<file path="src/rtl/gpio_input_stage16.sv">
// rtl/gpio_input_stage16.sv - GPIO input synchroniser, debouncer, edge detector and sticky W1C interrupt status
module gpio_input_stage16 #(
    parameter int DATA_W = 16,
    parameter int DEB_W  = 4
) (
    input  logic              pclk16,
    input  logic              n_p_reset16,
    input  logic [DATA_W-1:0] gpio_pin_in16,
    input  logic [DATA_W-1:0] n_gpio_pin_oe16,
    input  logic [DEB_W-1:0]  cfg_deb_limit16,
    input  logic [DATA_W-1:0] cfg_rise_en16,
    input  logic [DATA_W-1:0] cfg_fall_en16,
    input  logic [DATA_W-1:0] irq_clr16,
    output logic [DATA_W-1:0] pin_value16,
    output logic [DATA_W-1:0] irq_status16,
    output logic              gpio_irq16
);

    logic [DATA_W-1:0]            s1_q, s1_d;
    logic [DATA_W-1:0]            s2_q, s2_d;
    logic [DATA_W-1:0]            pin_value_q, pin_value_d;
    logic [DATA_W-1:0]            irq_status_q, irq_status_d;
    logic [DATA_W-1:0][DEB_W-1:0] cnt_q, cnt_d;
    logic [DATA_W-1:0]            upd;
    logic [DATA_W-1:0]            rise_evt;
    logic [DATA_W-1:0]            fall_evt;

    always_comb begin
        s1_d        = gpio_pin_in16;
        s2_d        = s1_q;
        pin_value_d = pin_value_q;
        cnt_d       = cnt_q;
        upd         = '0;
        for (int i = 0; i < DATA_W; i++) begin
            if (s2_q[i] == pin_value_q[i]) begin
                cnt_d[i] = '0;
            end else if (cnt_q[i] >= cfg_deb_limit16) begin
                // '>=' lets a limit lowered mid-count take effect on the next edge
                pin_value_d[i] = s2_q[i];
                cnt_d[i]       = '0;
                upd[i]         = 1'b1;
            end else begin
                cnt_d[i] = cnt_q[i] + DEB_W'(1);
            end
        end
        rise_evt     = upd &  s2_q & n_gpio_pin_oe16 & cfg_rise_en16;
        fall_evt     = upd & ~s2_q & n_gpio_pin_oe16 & cfg_fall_en16;
        // set has priority over a coincident clear
        irq_status_d = (irq_status_q & ~irq_clr16) | rise_evt | fall_evt;
    end

    always_ff @(posedge pclk16 or negedge n_p_reset16) begin
        if (!n_p_reset16) begin
            s1_q         <= '0;
            s2_q         <= '0;
            pin_value_q  <= '0;
            irq_status_q <= '0;
            cnt_q        <= '0;
        end else begin
            s1_q         <= s1_d;
            s2_q         <= s2_d;
            pin_value_q  <= pin_value_d;
            irq_status_q <= irq_status_d;
            cnt_q        <= cnt_d;
        end
    end

    assign pin_value16  = pin_value_q;
    assign irq_status16 = irq_status_q;
    assign gpio_irq16   = |irq_status_q;

endmodule

</file>
<file path="config.mk">
export PLATFORM = sky130hd
export DESIGN_NAME = gpio_input_stage16
export DESIGN_NICKNAME = d
export VERILOG_FILES = /design/src/rtl/gpio_input_stage16.sv
export SDC_FILE = /design/constraint.sdc
export NUM_CORES = 1
export LEC_CHECK = 0
export CORE_ASPECT_RATIO = 0.6
export CORE_MARGIN = 1.5
export CORE_UTILIZATION = 47
export DETAILED_ROUTE_END_ITERATION = 10
export PLACE_DENSITY = 0.84
export SYNTH_ARGS = -nofsm -noshare
export SYNTH_HDL_FRONTEND = slang
export SYNTH_SLANG_ARGS = --single-unit
</file>
<file path="constraint.sdc">
create_clock -name pclk16 -period 1.51 [get_ports pclk16]
set_input_delay 0.151 -clock pclk16 [delete_from_list [all_inputs] [get_ports pclk16]]
set_output_delay 0.151 -clock pclk16 [all_outputs]
set_load 0.05 [all_outputs]
</file>
## Word-level counts from Yosys, hierarchy flattened

Index checks and enable logic that the tools add are counted.

| storage, ports and cells | value |
|---|---|
| bits in registers | 128 |
| logic and storage cells | 191 |

| operators by class | value |
|---|---|
| add/sub/neg operators | 16 |
| magnitude comparators | 16 |
| equality and inequality tests | 16 |
| muxes and demuxes | 64 |
| bitwise gates (word level) | 27 |
| reduce and logical (&&, ||, !) cells | 17 |

Operators by type and width:

| kind | number |
|---|---|
| $mux 4 | 32 |
| $and 16x16->16 | 7 |
| $add 4x1->4 const B | 16 |
| $ge 4x4->1 | 16 |
| $mux 1 | 32 |
| $not 16->16 | 2 |
| $or 16x16->16 | 2 |
| $reduce_and 2->1 | 16 |
| $eq 1x1->1 | 16 |
| $not 1->1 | 16 |
| $reduce_or 16->1 | 1 |

## Longest topological paths before layout

Gate-level depths: netlist (run 1).

| depth | value |
|---|---|
| word-level depth | 8 |
| depth in mapped cells | 6 |

## Worst setup path before layout (run 1)

OpenSTA, ideal clock, no wires.

| timing path | value |
|---|---|
| kind | reg-to-reg |
| start | register cnt_q[48] (netlist name) |
| end | register pin_value_q[12], in the netlist pin_value16[12] |
| library setup time | 0.125 ns |
| arrival | 1.548 ns |
| data required time | 1.385 ns |
| path slack | -0.163 ns |
| stages on the path, launching flop included | 7 |
| period minus slack after synthesis | 1.673 ns |
| path through | dfrtp_1 -> inv_1 -> ha_1 -> nand2b_4 -> a2111oi_4 -> nor2_1 -> mux2_4 |

| between the ends | value |
|---|---|
| word-level cells in the longest chain between the ends | 2 |

Ends and longest elaborated chain:

| item | line | RTL |
|---|---|---|
| from (decl) | 23 | `logic [DATA_W-1:0][DEB_W-1:0] cnt_q, cnt_d;` |
| from (signal assigned) | 64 | `cnt_q <= cnt_d;` |
| $ge 4x4->1 | 37 | `end else if (cnt_q[i] >= cfg_deb_limit16) begin` |
| $reduce_and 2->1 (no source line) | n/a |  |
| to (signal assigned) | 62 | `pin_value_q <= pin_value_d;` |
| to (decl) | 21 | `logic [DATA_W-1:0] pin_value_q, pin_value_d;` |

No other way between the ends.
A chain may end at the register's enable or synchronous reset.

## Worst setup path in the final report (run 1)

| timing path | value |
|---|---|
| start | register irq_status_q[14], in the netlist irq_status16[14] |
| end | output port gpio_irq16 |

| between the ends | value |
|---|---|
| word-level cells in the longest chain between the ends | 1 |

Ends and longest elaborated chain:

| item | line | RTL |
|---|---|---|
| from (decl) | 22 | `logic [DATA_W-1:0] irq_status_q, irq_status_d;` |
| from (signal assigned) | 63 | `irq_status_q <= irq_status_d;` |
| $reduce_or 16->1 | 70 | `assign gpio_irq16 = \|irq_status_q;` |
| to (decl) | 16 | `output logic gpio_irq16` |

No other way between the ends.

==> run metrics, run 1 <==
outcome=finished, violations left; failing checks=negative setup slack; vias after detailed routing=between 5000 and 6000; Critical Path, Cell by Cell=nor4_2 > nand4_1 > buf_6; Max Root-Sink Buffers=2; Peak VDD IR=between 800 and 900 uV; Required @ worst endpoint=~1.4 ns; pin count of the biggest net entering global routing=between 50 and 60; worst flop-to-flop path endpoint=pin_value16[4]$_DFFE_PN0N_; Layout area overhead=46.3%; io pins=119; slowest stage delay, CP=roughly 0.42 ns; DP Area=8660 um2; Post-layout nets=between 900 and 1000; CP max-delay cell=dfrtp_2; antenna viol nets, final=0; Post-Synth Simple-Gate Area=12.8%; cells on worst reg2reg path=6; CTS tree=done; met1 usage=between 20% and 30%; WL final=around 17 mm; Power Dens Cells=1700 nW/um2; GP Congestion=a little over 0.8; Mapped Area=a little under 7000 um2; Ant. Diodes=0; Slew headroom=roughly three quarters; CP endpoint kind=output port; Yosys reg bits=approximately 130; Buf/Inv on CP=1; Compound-Gate Fraction of Synth Area=roughly an eighth; Clk Tree Root Cell=clkbuf_16; GRT Max-Usage Layer=met2; Worst EP arrival=1.69 ns; leak pwr=4.63 nW; min Tclk post-route=1.84 ns; final core utilization=between 70 and 80%; cell family with most CP delay=simple AND/OR/NAND/NOR gates; Starting DRT DRC Count=183; core footprint=~14000 um2; max cap viols=0; CTS buffer count=17; WL/cell=between 15 and 20 um; Mapped Cells=about 570; initial antenna violation count=0; CP Launch Type=flip-flop; Final Cell Area=around 10000 um2; setup TNS=-5.41 ns; die area=roughly 15000 um2; met3 Track Usage GR=under 10%; proportion of layout cells with a drive suffix above 1=34.2%; post-synthesis xor/xnor area fraction=about 6.2%; Fin Hold WS=approximately 0.13 ns; DR DRC count=0; final setup violating endpoints=a little over 70; R2R Setup Slk=-0.17 ns; setup ws final=-0.332 ns; vias in the first global route=5451; grt met2 use=around 41%; vias per cell=5.12; GR Overflow Total=0; fraction of the mapped netlist area in adder cells=14.7%; chip width=between 150 and 200 um; DRT Pass-1 Iters=6; clock skew=slightly below 0.009 ns; first-pass GRT wire length=roughly 27 mm; mux cell area share after synthesis=3.53%; Avg Cell Area, Syn=12.0 um2; row cnt=33; Syn. warnings=0; pre-CTS setup slack=-0.717 ns; initial core utilization=around half; number of clock sinks=about 130; hpwl dp=~11 mm; hold crit path type=in2async; Worst-Margin Slew=around 0.38 ns; RSZ-0062 raised after global routing=true; H-tree depth=4; Tcrit/Tclk final=122%; max-slew violation count=0; Hold Violations, Final=0; Skew-Pair Late Insertion Delay=around 0.42 ns; main combinational cell family by area after synthesis=adder cells; I/O Buffers=roughly 120; kind of critical path=reg2out; CP Max Fanout=3; reg2reg start=cnt_q[16]$_DFF_PN0_; filler cell count=876; Die Y-Extent=between 90 and 100 um; Seq/Total Area, Yosys=47.0%; Reg clk slew, reported paths=approximately 0.060 ns; Yosys cell types=18; GRT Total Usage=around a quarter; syn_nets=734; fmax=around 540 MHz
-- layer usage --
layer	routed length (um)	vias to the layer above
met5	0	-
met4	408	0
met3	959	37
met2	8300	148
met1	7460	2484
li1	-	2405
-- worst reg2reg max path, cell delays in order (launching register included) --
cell	delay (ns)
dfrtp_1	0.40
inv_2	0.07
ha_4	0.19
nand2b_4	0.15
a2111oi_4	0.33
nor2_2	0.11
mux2_4	0.31
-- placed cells by master (no fill, tap or decap), drive strengths merged, types with 3 or more instances in the layout --
master	netlist	layout
inv	51	50
bufinv	0	3
mux2	16	16
a32o	16	16
clkbuf	0	18
xor2	32	32
xnor2	16	16
nor4	4	4
nor2	96	96
dfrtp	128	128
clkinv	0	7
o21ai	32	32
clkinvlp	0	6
a2111oi	16	16
nand2b	16	16
nand3	16	16
buf	0	112
nand2	16	16
o21a	16	16
ha	80	80
nand3b	16	16
clkdlybuf4s50	0	82
-- flip-flops by register name (all words and copies together), names as in the netlist --
signal        count
irq_status16     16
s1_q             16
s2_q             16
pin_value16      16
cnt_q            64
-- stage by stage --
step	std cells	power (W)
floorplan	568	0.00916
global placement	931	0.0111
detailed placement	931	0.0114
CTS	979	0.0163
global route	991	0.0178
finish	991	0.0169
-- worst max path at each step --
stage	endpoint	start	cells after the start
after global placement	pin_value16[7]$_DFFE_PN0N_	cfg_deb_limit16[1]	7
after CTS	gpio_irq16	irq_status16[15]$_DFF_PN0_	4
after floorplan	pin_value16[0]$_DFFE_PN0N_	cfg_deb_limit16[1]	5
after detailed placement	pin_value16[0]$_DFFE_PN0N_	cfg_deb_limit16[1]	7
final	gpio_irq16	irq_status16[14]$_DFF_PN0_	3
after global routing	gpio_irq16	irq_status16[3]$_DFF_PN0_	4
-- synthesized netlist by cell type --
| master | number | area, um2 |
|---|---|---|
| nand3_1 | 16 | 80.1 |
| o21ai_0 | 16 | 80.1 |
| nor2_1 | 96 | 360 |
| a32o_1 | 16 | 160 |
| nand4_1 | 1 | 6.26 |
| xnor2_1 | 16 | 140 |
| xor2_1 | 32 | 280 |
| o21a_1 | 16 | 120 |
| dfrtp_1 | 128 | 3200 |
| nand2b_4 | 16 | 220 |
| nand2_1 | 16 | 60.1 |
| inv_1 | 51 | 191 |
| nor4_1 | 4 | 25.0 |
| nand3b_1 | 16 | 120 |
| o21ai_1 | 16 | 80.1 |
| mux2_4 | 16 | 240 |
| a2111oi_4 | 16 | 440 |
| ha_1 | 80 | 1000 |
-- power by group --
part	switching, W	internal (W)	total (W)
logic	0.00388	0.00394	0.00781
registers	0.000773	0.00416	0.00493
clock network	0.00161	0.00258	0.00419
-- logic make-up after synthesis --
| kind of cell | count (synthesis) |
|---|---|
| buffers and inverters | 51 |
| flip-flops | 128 |
| XOR/XNOR | 48 |
| multiplexers | 16 |
| AND/OR/NAND/NOR | 165 |
| adder cells (fa/ha/maj) | 80 |
| AO/OA/AOI/OAI | 80 |
-- area by class of cell --
| type | count | area [um2] | area share, % |
|---|---|---|---|
| sequential | 128 | 3210 | 32.3 |
| multi-input combinational | 389 | 3860 | 38.8 |
| inverter | 51 | 195 | 1.96 |
| clock inverter | 15 | 170 | 1.71 |
| clock buffer | 17 | 425 | 4.27 |
| tap | 192 | 240 | 2.41 |
| timing repair buffer | 199 | 1850 | 18.6 |
-- what timing repair did --
action / in CTS / in global routing
pin swaps: 60 / 46
gates resized for setup: 56 / 29
endpoints found under the hold margin: 128 / 0
setup endpoints to repair: 97 / 97
buffers inserted: 13 / 12
hold buffers: 1 / 0
cloned: 2 / 0
(Power assumes the default switching activity.)
==> run 2: changes to the inputs <==
--- a/config.mk
+++ b/config.mk
@@ -9,7 +9,7 @@
 export CORE_MARGIN = 1.5
 export CORE_UTILIZATION = 47
 export DETAILED_ROUTE_END_ITERATION = 10
-export PLACE_DENSITY = 0.84
+export PLACE_DENSITY = 0.75
 export SYNTH_ARGS = -nofsm -noshare
 export SYNTH_HDL_FRONTEND = slang
 export SYNTH_SLANG_ARGS = --single-unit
==> run 2 against run 1 <==
The run still ends with negative setup slack left. Clock power is 9.3% higher. Cell count is 0.30% lower. Combinational power is 0.6% lower. Global-route usage is 1.2 points lower. Critical path depth is 1 higher. Clock skew hardly changed. Maximum frequency is 0.21% lower. First-iteration DRC count is 28% higher. Total power is 1.9% higher. Sequential power hardly changed. Hold slack better by 0.041 ns. Clock-buffer cell count is 1 higher.
==> run metrics, run 2 (same netlist as run 1, synthesis figures left out) <==
outcome=finished, violations left; failing checks=negative setup slack; Starting DRT DRC Count=235 (+28%); number of clock sinks=128 (unchanged); initial antenna violation count=0 (unchanged); max cap viols=0 (unchanged); Worst-Margin Slew=0.389 ns (+0.00770 ns); Tcrit/Tclk final=122% (+0.26 points); CP Max Fanout=2 (-1); cells on worst reg2reg path=6 (unchanged); max-slew violation count=0 (unchanged); CP endpoint kind=output port; commonest cells after routing, fill and taps aside=dfrtp_1, buf_4, clkdlybuf4s50_1; CTS tree=done; vias in the first global route=5240 (-3.9%); fmax=542 MHz (-0.21%); Power Dens Cells=1720 nW/um2 (+1.2%); core footprint=13900 um2 (unchanged); Die Y-Extent=96.2 um (unchanged); setup ws final=-0.336 ns (-0.00396 ns); GP Congestion=0.780 (-5.9%); GRT Total Usage=22.4% (-1.2 points); pre-CTS setup slack=-0.702 ns (+0.0147 ns); Ant. Diodes=0 (unchanged); Required @ worst endpoint=1.36 ns (about the same); Skew-Pair Late Insertion Delay=0.42 ns (about the same); CP max-delay cell=dfrtp_2; die area=15200 um2 (unchanged); Hold Violations, Final=0 (unchanged); most common cell after layout, fill and taps aside=dfrtp_1; Final Power=0.0173 W (+1.9%); multi-input logic area=3900 um2 (+1.0%); max reg flops=64 (unchanged); vias after detailed routing=4912 (-3.2%); Clk Tree Root Cell=clkbuf_16; R2R Setup Slk=-0.20 ns (-0.03 ns); filler cell count=920 (+5.0%); Worst EP arrival=1.70 ns (about the same); min Tclk post-route=1.85 ns (+0.00396 ns); pin count of the biggest net entering global routing=46 (-21%); vias per cell=4.97 (-2.9%); GR Overflow Total=0 (unchanged); hpwl dp=10.3 mm (-7.2%); H-tree depth=4 (unchanged); largest register by flop count=cnt_q; DRT Pass-1 Iters=4 (-2); I/O Buffers=118 (unchanged); reg2reg start=cnt_q[32]$_DFF_PN0_; Max Root-Sink Buffers=2 (unchanged); clock skew=0.00848 ns (-0.000292 ns); Critical Path, Cell by Cell=nor4_4 > buf_4 > nand4_1 > buf_6; kind of critical path=reg2out; CTS buffer count=17 (unchanged); Finished Layout Cells=988 (-0.30%); proportion of layout cells with a drive suffix above 1=34.4% (+0.25 points); slowest stage delay, CP=0.42 ns (about the same); io pins=119 (unchanged); first-pass GRT wire length=25.6 mm (-4.2%); CP Launch Type=flip-flop; Peak VDD IR=868 uV (about the same); hold crit path type=in2reg; WL final=16.1 mm (-6.2%); worst flop-to-flop path endpoint=pin_value16[8]$_DFFE_PN0N_; row cnt=33 (unchanged); Post-layout nets=950 (-0.21%); Hold Path Depth=1; WL/cell=16.3 um (-5.9%); chip width=158 um (unchanged); antenna viol nets, final=0 (unchanged); hold_sp=gpio_pin_in16[8]; DR DRC count=0 (unchanged); RSZ-0062 raised after global routing=true; leak pwr=4.63 nW (about the same); WHS Endpoint=s1_q[8]$_DFF_PN0_; initial core utilization=48.9% (unchanged); Reg clk slew, reported paths=0.06 ns (about the same); Layout area overhead=47.3%; Slew headroom=74.1% (-0.30 points); register area=3210 um2 (unchanged); Placed Cells=929 (-0.21%); final setup violating endpoints=76 (+5.6%)
## run 2: area by class of cell
class,instances,area share [%]
Multi-Input combinational cell,389,38.9
Sequential cell,128,32.0
Timing Repair Buffer,197,18.2
Clock buffer,18,4.38
Tap cell,192,2.40
Clock inverter,13,2.11
Inverter,51,1.95
## run 2: routing by layer
metal / vias to the layer above / wire length (um) / global-route usage, %
li1: 2404 / - / -
met1: 2384 / 7550 / 29.1
met3: 18 / 717 / 5.04
met2: 106 / 7620 / 37.4
met4: 0 / 176 / 7.24
met5: - / 0 / 0
## run 2: worst max path at each step
stage / startpoint / to / cells after the start
2_1_floorplan: cfg_deb_limit16[1] / pin_value16[0]$_DFFE_PN0N_ / 5
3_3_place_gp: cfg_deb_limit16[1] / pin_value16[2]$_DFFE_PN0N_ / 7
3_5_place_dp: cfg_deb_limit16[1] / pin_value16[0]$_DFFE_PN0N_ / 7
4_1_cts: irq_status16[5]$_DFF_PN0_ / gpio_irq16 / 4
5_1_grt: irq_status16[5]$_DFF_PN0_ / gpio_irq16 / 4
6_report: irq_status16[5]$_DFF_PN0_ / gpio_irq16 / 4
## run 2: power by group
part	total [W]	switching (W)	internal, W
combinational	0.00776	0.00384	0.00393
sequential	0.00491	0.000752	0.00416
clock	0.00458	0.00161	0.00297
total	0.0173	0.00620	0.0111
## run 2: worst max-delay path: cells and delay by family (launching register included)
kind,cells,cell delay [ns]
simple gates,2,0.50
flops,1,0.42
buf+inv,2,0.37
## run 2: timing repair
item | in CTS | in global routing
endpoints found under the setup margin | 97 | 97
hold endpoints to repair | 24 | 0
hold buffers | 1 | 0
pin swaps | 53 | 50
setup buffers | 10 | 15
cloned | 2 | 0
gates resized for setup | 58 | 31
## run 2: stage by stage
stage | setup TNS, ns | cell area (um2) | hold WS [ns] | utilization, %
floorplan | -2.48 | 6820 | -0.145 | -
global placement | -53.16 | 8620 | 0.0985 | 61.9
detailed placement | -55.16 | 8620 | 0.102 | 61.9
CTS | -6.58 | 9770 | 0.157 | 70.2
global route | -11.23 | 10000 | 0.162 | 72.1
finish | -5.17 | 10000 | 0.168 | 72.1
